[src/rtl/mdio_arbiter.sv]
// mdio_arbiter: round-robin sharing of one shift_mdio engine between N_REQ
// command sources, one 32-bit frame per grant, with a per-phase hang timeout.
//
// Ports:
//   clk, rst                 clock, synchronous active-low reset
//   req_valid/req_cmd        per-requester pending flag and 32-bit frame
//   req_ack/rsp_valid        per-requester accept / completion pulses
//   rsp_data/rsp_err         response payload, held until the next response
//   eng_en/eng_wdata         engine start strobe and frame
//   eng_rd_done/eng_wr_done  engine done levels (low while busy)
//   eng_rdata                engine read data
//   busy/owner               arbiter activity and current/last grantee
module mdio_arbiter #(
    parameter int N_REQ          = 3,
    parameter int TIMEOUT_CYCLES = 200000
) (
    input  logic               clk,
    input  logic               rst,
    input  logic [N_REQ-1:0]   req_valid,
    input  logic [32*N_REQ-1:0] req_cmd,
    output logic [N_REQ-1:0]   req_ack,
    output logic [N_REQ-1:0]   rsp_valid,
    output logic [15:0]        rsp_data,
    output logic               rsp_err,
    output logic               eng_en,
    output logic [31:0]        eng_wdata,
    input  logic               eng_rd_done,
    input  logic               eng_wr_done,
    input  logic [15:0]        eng_rdata,
    output logic               busy,
    output logic [1:0]         owner
);

    localparam int TW = $clog2(TIMEOUT_CYCLES + 1);
    localparam logic [TW-1:0] T_LAST = TW'(TIMEOUT_CYCLES - 1);

    typedef enum logic [1:0] {
        S_IDLE,
        S_STRB,
        S_WAIT,
        S_RESP
    } state_t;

    state_t             state_q, state_d;
    logic [1:0]         owner_q, owner_d;
    logic [N_REQ-1:0]   ack_q, ack_d;
    logic [N_REQ-1:0]   rspv_q, rspv_d;
    logic [15:0]        rdata_q, rdata_d;
    logic               err_q, err_d;
    logic               en_q, en_d;
    logic [31:0]        wdata_q, wdata_d;
    logic               busy_q, busy_d;
    logic [TW-1:0]      timer_q, timer_d;
    logic               is_rd_q, is_rd_d;

    // Requests and commands widened to the 4-slot maximum so that
    // the 2-bit owner index is always in range.
    logic [3:0]         vld4;
    logic [3:0][31:0]   cmd_arr;
    logic [2:0]         scan;
    logic               win_found;
    logic [1:0]         win_idx;
    logic [31:0]        cmd_sel;
    logic [1:0]         op;
    logic               legal;
    logic               done_sel;
    logic [3:0]         win_oh;
    logic [3:0]         own_oh;
    logic               tmo;

    assign vld4 = 4'(req_valid);

    for (genvar g = 0; g < 4; g++) begin : g_cmd
        if (g < N_REQ) begin : g_on
            assign cmd_arr[g] = req_cmd[32*g +: 32];
        end else begin : g_off
            assign cmd_arr[g] = '0;
        end
    end

    // Round-robin: first pending requester after the last grantee.
    always_comb begin
        win_found = 1'b0;
        win_idx   = owner_q;
        scan      = '0;
        for (int k = 1; k <= N_REQ; k++) begin
            scan = {1'b0, owner_q} + 3'(k);
            if (scan >= 3'(N_REQ)) begin
                scan = scan - 3'(N_REQ);
            end
            if (!win_found && vld4[scan[1:0]]) begin
                win_found = 1'b1;
                win_idx   = scan[1:0];
            end
        end
    end

    assign cmd_sel  = cmd_arr[win_idx];
    assign op       = cmd_sel[29:28];
    assign legal    = (op == 2'b10) || (op == 2'b01);
    assign done_sel = is_rd_q ? eng_rd_done : eng_wr_done;
    assign win_oh   = 4'b0001 << win_idx;
    assign own_oh   = 4'b0001 << owner_q;
    assign tmo      = (timer_q == T_LAST);

    always_comb begin
        state_d = state_q;
        owner_d = owner_q;
        ack_d   = '0;
        rspv_d  = '0;
        rdata_d = rdata_q;
        err_d   = err_q;
        en_d    = en_q;
        wdata_d = wdata_q;
        timer_d = timer_q;
        is_rd_d = is_rd_q;
        unique case (state_q)
            S_IDLE: begin
                if (win_found) begin
                    ack_d   = win_oh[N_REQ-1:0];
                    owner_d = win_idx;
                    wdata_d = cmd_sel;
                    is_rd_d = (op == 2'b10);
                    if (legal) begin
                        en_d    = 1'b1;
                        timer_d = '0;
                        state_d = S_STRB;
                    end else begin
                        rdata_d = '0;
                        err_d   = 1'b1;
                        state_d = S_RESP;
                    end
                end
            end
            S_STRB: begin
                // Engine has taken the frame once its done level drops.
                if (!done_sel) begin
                    en_d    = 1'b0;
                    timer_d = '0;
                    state_d = S_WAIT;
                end else if (tmo) begin
                    en_d    = 1'b0;
                    rdata_d = 16'hFFFF;
                    err_d   = 1'b1;
                    state_d = S_RESP;
                end else begin
                    timer_d = timer_q + 1'b1;
                end
            end
            S_WAIT: begin
                if (done_sel) begin
                    rdata_d = is_rd_q ? eng_rdata : 16'h0000;
                    err_d   = 1'b0;
                    state_d = S_RESP;
                end else if (tmo) begin
                    rdata_d = 16'hFFFF;
                    err_d   = 1'b1;
                    state_d = S_RESP;
                end else begin
                    timer_d = timer_q + 1'b1;
                end
            end
            S_RESP: begin
                rspv_d  = own_oh[N_REQ-1:0];
                state_d = S_IDLE;
            end
            default: begin
                state_d = S_IDLE;
            end
        endcase
        busy_d = (state_d != S_IDLE);
    end

    always_ff @(posedge clk) begin
        if (!rst) begin
            state_q <= S_IDLE;
            owner_q <= 2'(N_REQ - 1);
            ack_q   <= '0;
            rspv_q  <= '0;
            rdata_q <= '0;
            err_q   <= 1'b0;
            en_q    <= 1'b0;
            wdata_q <= '0;
            busy_q  <= 1'b0;
            timer_q <= '0;
            is_rd_q <= 1'b0;
        end else begin
            state_q <= state_d;
            owner_q <= owner_d;
            ack_q   <= ack_d;
            rspv_q  <= rspv_d;
            rdata_q <= rdata_d;
            err_q   <= err_d;
            en_q    <= en_d;
            wdata_q <= wdata_d;
            busy_q  <= busy_d;
            timer_q <= timer_d;
            is_rd_q <= is_rd_d;
        end
    end

    assign req_ack   = ack_q;
    assign rsp_valid = rspv_q;
    assign rsp_data  = rdata_q;
    assign rsp_err   = err_q;
    assign eng_en    = en_q;
    assign eng_wdata = wdata_q;
    assign busy      = busy_q;
    assign owner     = owner_q;

endmodule
[config.mk]
export PLATFORM = sky130hd
export DESIGN_NAME = mdio_arbiter
export DESIGN_NICKNAME = d
export VERILOG_FILES = /design/src/rtl/mdio_arbiter.sv
export SDC_FILE = /design/constraint.sdc
export NUM_CORES = 1
export LEC_CHECK = 0
export BUFFER_PORTS_ARGS = -buffer_cell sky130_fd_sc_hd__buf_2
export CAP_MARGIN = 20
export CORE_UTILIZATION = 53
export DETAILED_ROUTE_END_ITERATION = 12
export GPL_ROUTABILITY_DRIVEN = 0
export HOLD_SLACK_MARGIN = 0.02
export PLACE_DENSITY = 0.89
export SYNTH_ARGS = -nofsm -noshare
export SYNTH_HDL_FRONTEND = slang
export SYNTH_SLANG_ARGS = --single-unit
export TNS_END_PERCENT = 10
[constraint.sdc]
create_clock -name clk -period 6.1 [get_ports clk]
set_input_delay 0.305 -clock clk [delete_from_list [all_inputs] [get_ports clk]]
set_output_delay 0.305 -clock clk [all_outputs]
set_load 0.01 [all_outputs]
### After elaboration in Yosys (flattened, before gate mapping)

Cells that the tools add are included.

* register bits after elaboration: 80
* word-level logic and storage cells: 102
* output and inout bits: 59
* input port bits: 119

* eq/ne operators: 12
* $add $sub $neg: 7
* reductions and logical operators: 15
* $lt $le $gt $ge: 7
* mux-type cells: 48
* shifts and indexed selects: 2

Operators by type and width (count)
* $mux 16: 6
* $mux 18: 5
* $bmux 32 s2: 1
* $pmux 18 s3: 1
* $pmux 16 s3: 1
* $mux 32: 1
* $mux 2: 11
* $add 18x1->18 const B: 1
* $eq 18x18->1 const B: 1
* $mux 1: 16
* $lt 2x3->1 const B: 4
* $reduce_and 4->1: 3
* $ne 2x2->1 const B: 5
* $ge 3x2->1 const B: 3
* $pmux 2 s4: 1
* $add 2x2->3 const B: 2
* $bmux 1 s2: 3
* $eq 2x2->1 const B: 3
* $shl 1x2->3 const A: 2
* $sub 2x2->2 const B: 3
* $eq 2x1->1 const B: 2
* $reduce_and 2->1: 2
* $reduce_bool 2->1: 2
* $add 2x1->3 const B: 1
* other kinds (9): 11

### Depth between registers and ports, before layout

* depth after elaboration: 20
* gate-level depth with buffers: 18

### Worst setup path after synthesis

No wires, ideal clock.

* path kind: reg2reg
* start: register owner_q[0], in the netlist owner[0]
* end: register timer_q[5]
* required time: 6.030 ns
* stages on the path, launching flop included: 18
* path buffers: 5
* clock period less this slack: 4.088 ns
* arrival: 4.018 ns
* slack: 2.012 ns
* path through: dfxtp_1 -> buf_2 -> inv_1 -> ha_1 -> buf_4 -> buf_6 -> or3b_2 -> o21ai_0 -> o31ai_4 -> buf_4 -> nand3_1 -> nand2_1 -> ha_1 -> a221oi_4 -> o41ai_4 -> buf_6 -> or4_1 -> a21oi_1

* longest elaborated chain between the ends: 18
* elaborated cells between the ends (all ways): 36

Ends and longest elaborated chain
* start, declared: RTL line 45 `logic [1:0] owner_q, owner_d;`
* start signal, assigned: RTL line 177 `owner_q <= 2'(N_REQ - 1);`
* start signal, assigned: RTL line 189 `owner_q <= owner_d;`
* $add 2x1->3: RTL line 87 `scan = {1'b0, owner_q} + 3'(k);`
* $ge 3x2->1 / $sub 2x2->2 (equally long branches): RTL line 88, 89
* $mux 2: RTL line 88 `if (scan >= 3'(N_REQ)) begin`
* $bmux 1 s2: RTL line 91 `if (!win_found && vld4[scan[1:0]]) begin`
* $mux 1 (implied by the code): RTL line 91
* $mux 1: RTL line 91
* $logic_not 1->1: RTL line 91
* $logic_and 1x1->1: RTL line 91
* [3 not listed]
* $mux 2 *: RTL line 91
* $bmux 32 s2 *: RTL line 98 `assign cmd_sel = cmd_arr[win_idx];`
* $mux 32 (implied by the code) *: RTL line 98
* net cmd_sel[29]: RTL line 63 `logic [31:0] cmd_sel;`
* $eq 2x2->1 / $eq 2x1->1 (equally long branches): RTL line 100 `assign legal = (op == 2'b10) || (op == 2'b01);`
* $logic_or 1x1->1 *: RTL line 100
* $ne 2x2->1 (no line) *
* $reduce_and 4->1 (no line) *
* end signal, assigned: RTL line 197 `timer_q <= timer_d;`
* end, declared: RTL line 53 `logic [TW-1:0] timer_q, timer_d;`

Mark *: on every way through the listed nets, which the timed path passes. The rest lies on a longest branch. The select of a mux whose other input is x is not followed.
A chain may end at the register's enable or synchronous reset.

### Worst setup path in the final report

* start: register owner_q[0], in the netlist owner[0]
* end: register timer_q[0]

* longest elaborated chain between the ends: 18
* elaborated cells between the ends (all ways): 36

Ends and longest elaborated chain (RTL line)
* $add 2x1->3: 87
* $ge 3x2->1 / $sub 2x2->2 (equally long branches): 88, 89
* $mux 2: 88
* $bmux 1 s2: 91
* $mux 1 (implied by the code): 91
* $mux 1: 91
* $logic_not 1->1: 91
* $logic_and 1x1->1: 91
* [2 not listed]
* $logic_and 1x1->1: 91
* $mux 2: 91
* $bmux 32 s2: 98
* $mux 32 (implied by the code): 98
* $eq 2x2->1 / $eq 2x1->1 (equally long branches): 100
* $logic_or 1x1->1: 100
* $ne 2x2->1 (no line)
* $reduce_and 4->1 (no line) *

Every way passes the cells marked *; elsewhere a longest branch is shown, timed or not. The select of a mux whose other input is x is not followed.

==> flow_metrics.env <==
export IMPL_status="completed"
export IMPL_clk_path_buf_depth=2
export IMPL_fp_dieH_um=95.2
export IMPL_holdBufCountCts=0
export IMPL_cts_setup_buffers=0
export IMPL_fill_cells=640
export IMPL_core_area_um2=8300
export IMPL_vias=4935
export IMPL_avgViaCountPerCell=6.39
export IMPL_synth_cell_types=63
export IMPL_crit_arrival_ps=5100
export IMPL_p_sw_frac=0.497
export IMPL_leakage_nw=2.48
export IMPL_power_switching_mw=1.50
export IMPL_antenna_left=0
export IMPL_ys_seq_elements=80
export IMPL_first_iter_violations=442
export IMPL_antenna_found_initial=0
export IMPL_io_buffers=177
export IMPL_timing_final_crit_share=0.801
export IMPL_io_pins=178
export IMPL_async_flop_share=0
export IMPL_startpoint_type="flip-flop"
export IMPL_rows=33
export IMPL_cp_required_ps=6320
export IMPL_drt_pass1_iterations=7
export IMPL_dpl_worst_slack_ps=1310
export IMPL_htree_levels=3
export IMPL_seq_power_share=0.231
export IMPL_hpwl_mm=9.83
export IMPL_clkPwrFrac=0.132
export IMPL_setup_viol=0
export IMPL_power_density_nw_per_um2=531
export IMPL_clk_pin_slew_ps=90
export IMPL_die_area_um2=9070
export IMPL_max_freq_mhz=205
export IMPL_root_buffer="clkbuf_8"
export IMPL_relSlewSlack=0.398
export IMPL_regToRegSetupSlack_ps=1220
export IMPL_hp_class="input pin to flip-flop"
export IMPL_die_w_um=95.2
export IMPL_grt_ovfl_total=0
export IMPL_wl_per_cell_um=17.7
export IMPL_drc=0
export IMPL_area_delta_synth_final_pct=23.3
export IMPL_pwr_share_comb=0.637
export IMPL_synth_flop_cell="dfxtp_1"
export IMPL_clk_latency_ps=370
export IMPL_cts_tree="yes"
export IMPL_max_cap_violations=0
export IMPL_cp_end_kind="flip-flop"
export IMPL_final_nets=792
export IMPL_cts_buffers=9
export IMPL_grt_pass1_vias=4549
export IMPL_syn_area_um2=4610
export IMPL_cts_sink_count=80
export IMPL_synthesis_nets=638
export IMPL_grt_max_degree=38
export IMPL_start_util=0.555
export IMPL_yosys_warnings=0
export IMPL_p_int_mw=1.52
export IMPL_crit_fanout=37
export IMPL_rsz0062_at_grt="false"
export IMPL_tns_ps=0
export IMPL_finClkSkew_ps=8.64
export IMPL_drv_slew=0
export IMPL_post_cts_resize_count=0
export IMPL_ir_worst_vdd_mv=0.294
export IMPL_synth_edf_count=0
export IMPL_synth_cells=507
export IMPL_hold_viol=0
export IMPL_worst_pin_slew_ps=900
export IMPL_fin_ws_ps=1220
export IMPL_fin_crit_ps=4880
export IMPL_grt_pass1_wl_mm=21.7
export IMPL_wl_mm=13.7
export IMPL_yosysSeqAreaShare=0.348
export IMPL_grtUsageTotal=0.301
export IMPL_drive_above_1_share=0.329
export IMPL_critical_path_class="flip-flop to flip-flop"
export IMPL_syn_area_per_cell_um2=9.08
## cell usage after synthesis (all sizes together) (5+ instances only)
| cell type | n | area (um2) |
|---|---|---|
| a211oi | 19 | 143 |
| a21oi | 18 | 93.8 |
| a31oi | 24 | 150 |
| a32oi | 30 | 263 |
| and2 | 20 | 125 |
| and3 | 7 | 43.8 |
| buf | 15 | 118 |
| clkbuf | 26 | 97.6 |
| dfxtp | 80 | 1600 |
| ha | 12 | 150 |
| inv | 9 | 33.8 |
| mux2i | 36 | 360 |
| nand2 | 12 | 45.0 |
| nand3 | 13 | 65.1 |
| nand4 | 9 | 56.3 |
| nor2 | 7 | 26.3 |
| nor3 | 10 | 50.1 |
| o211ai | 5 | 37.5 |
| o21ai | 56 | 284 |
| o21bai | 16 | 120 |
| o31ai | 14 | 119 |
| or4 | 13 | 97.6 |
## sequential cells by signal (all words and copies together) (netlist names)
signal / cells
req_ack: 3
rsp_err: 1
busy: 1
rsp_valid: 3
rsp_data: 16
state_q: 2
timer_q: 18
eng_wdata: 32
owner: 2
eng_en: 1
is_rd_q: 1
## critical path, stage by stage (launching register included)
cell,delay (ps)
dfxtp_1,550
inv_1,230
ha_1,650
mux2i_1,460
a221oi_1,230
o22ai_2,180
buf_4,380
a31oi_1,110
a31oi_1,180
ha_1,320
a221oi_4,400
o41ai_4,130
buf_4,250
o21ai_2,560
a21oi_1,100
## per-layer routing
layer	track usage	wire, um	vias up
met5	0	0	-
met4	0.115	288	0
met3	0.0526	1020	28
met2	0.510	6920	246
met1	0.379	5440	2338
li1	-	-	2323
## cells by family after synthesis
kind of cell / synth area share
muxes: 0.0872
adders and majority gates: 0.0326
DFF: 0.348
AOI/OAI and AO/OA: 0.335
buffers and inverters: 0.0549
and+or+nand+nor: 0.143
## power groups by stage
stage	Sequential [mW]	Combinational, mW	Clock [mW]
2_1_floorplan	0.725	1.51	0
3_3_place_gp	0.700	1.81	0
3_5_place_dp	0.704	1.88	0
4_1_cts	0.694	1.89	0.404
5_1_grt	0.709	2.08	0.423
6_report	0.697	1.92	0.398
## final timing paths
| check | to | start | depth (start not counted) |
|---|---|---|---|
| worst min register to register | eng_wdata[7] | eng_wdata[7] | 2 |
| worst max register to register | timer_q[0] | owner[0] | 14 |
| worst min-delay path | eng_wdata[21] | req_cmd[85] | 3 |
| worst max-delay path | timer_q[0] | owner[0] | 14 |
## final cells by class
| cell class | instances | area [um2] | share of cell area |
|---|---|---|---|
| clock inverters | 5 | 56.3 | 0.00992 |
| diodes | 1 | 2.50 | 0.000441 |
| well taps | 105 | 131 | 0.0231 |
| repair buffers | 184 | 938 | 0.165 |
| flip-flops and latches | 80 | 1600 | 0.282 |
| multi-input cells | 376 | 2770 | 0.488 |
| inverters | 10 | 37.5 | 0.00661 |
| clock buffers | 11 | 141 | 0.0249 |
## through the flow
step	std cells	area [um2]	hold WS, ps	utilization	power, mW
6_report	772	5680	174	0.684	3.02
5_1_grt	771	5670	178	0.684	3.21
4_1_cts	770	5670	163	0.683	2.99
3_5_place_dp	754	5470	456	0.659	2.59
3_3_place_gp	754	5470	443	0.659	2.51
2_1_floorplan	507	4610	448	-	2.24
## cell usage in the layout, fill, tap and decap left out, types with 9 or more instances in the layout
master / instances
buf_2: 177
dfxtp_1: 80
o21ai_0: 41
mux2i_1: 36
a32oi_1: 30
a31oi_1: 24
and2_1: 20
a211oi_1: 19
a21oi_1: 17
o21bai_1: 16
o21ai_1: 14
nand3_1: 13
o31ai_1: 13
or4_1: 13
nand2_1: 12
ha_1: 12
nor3_1: 10
clkbuf_8: 10
nand4_1: 9
inv_1: 9
Note: power is estimated with default switching activity, not from simulation.
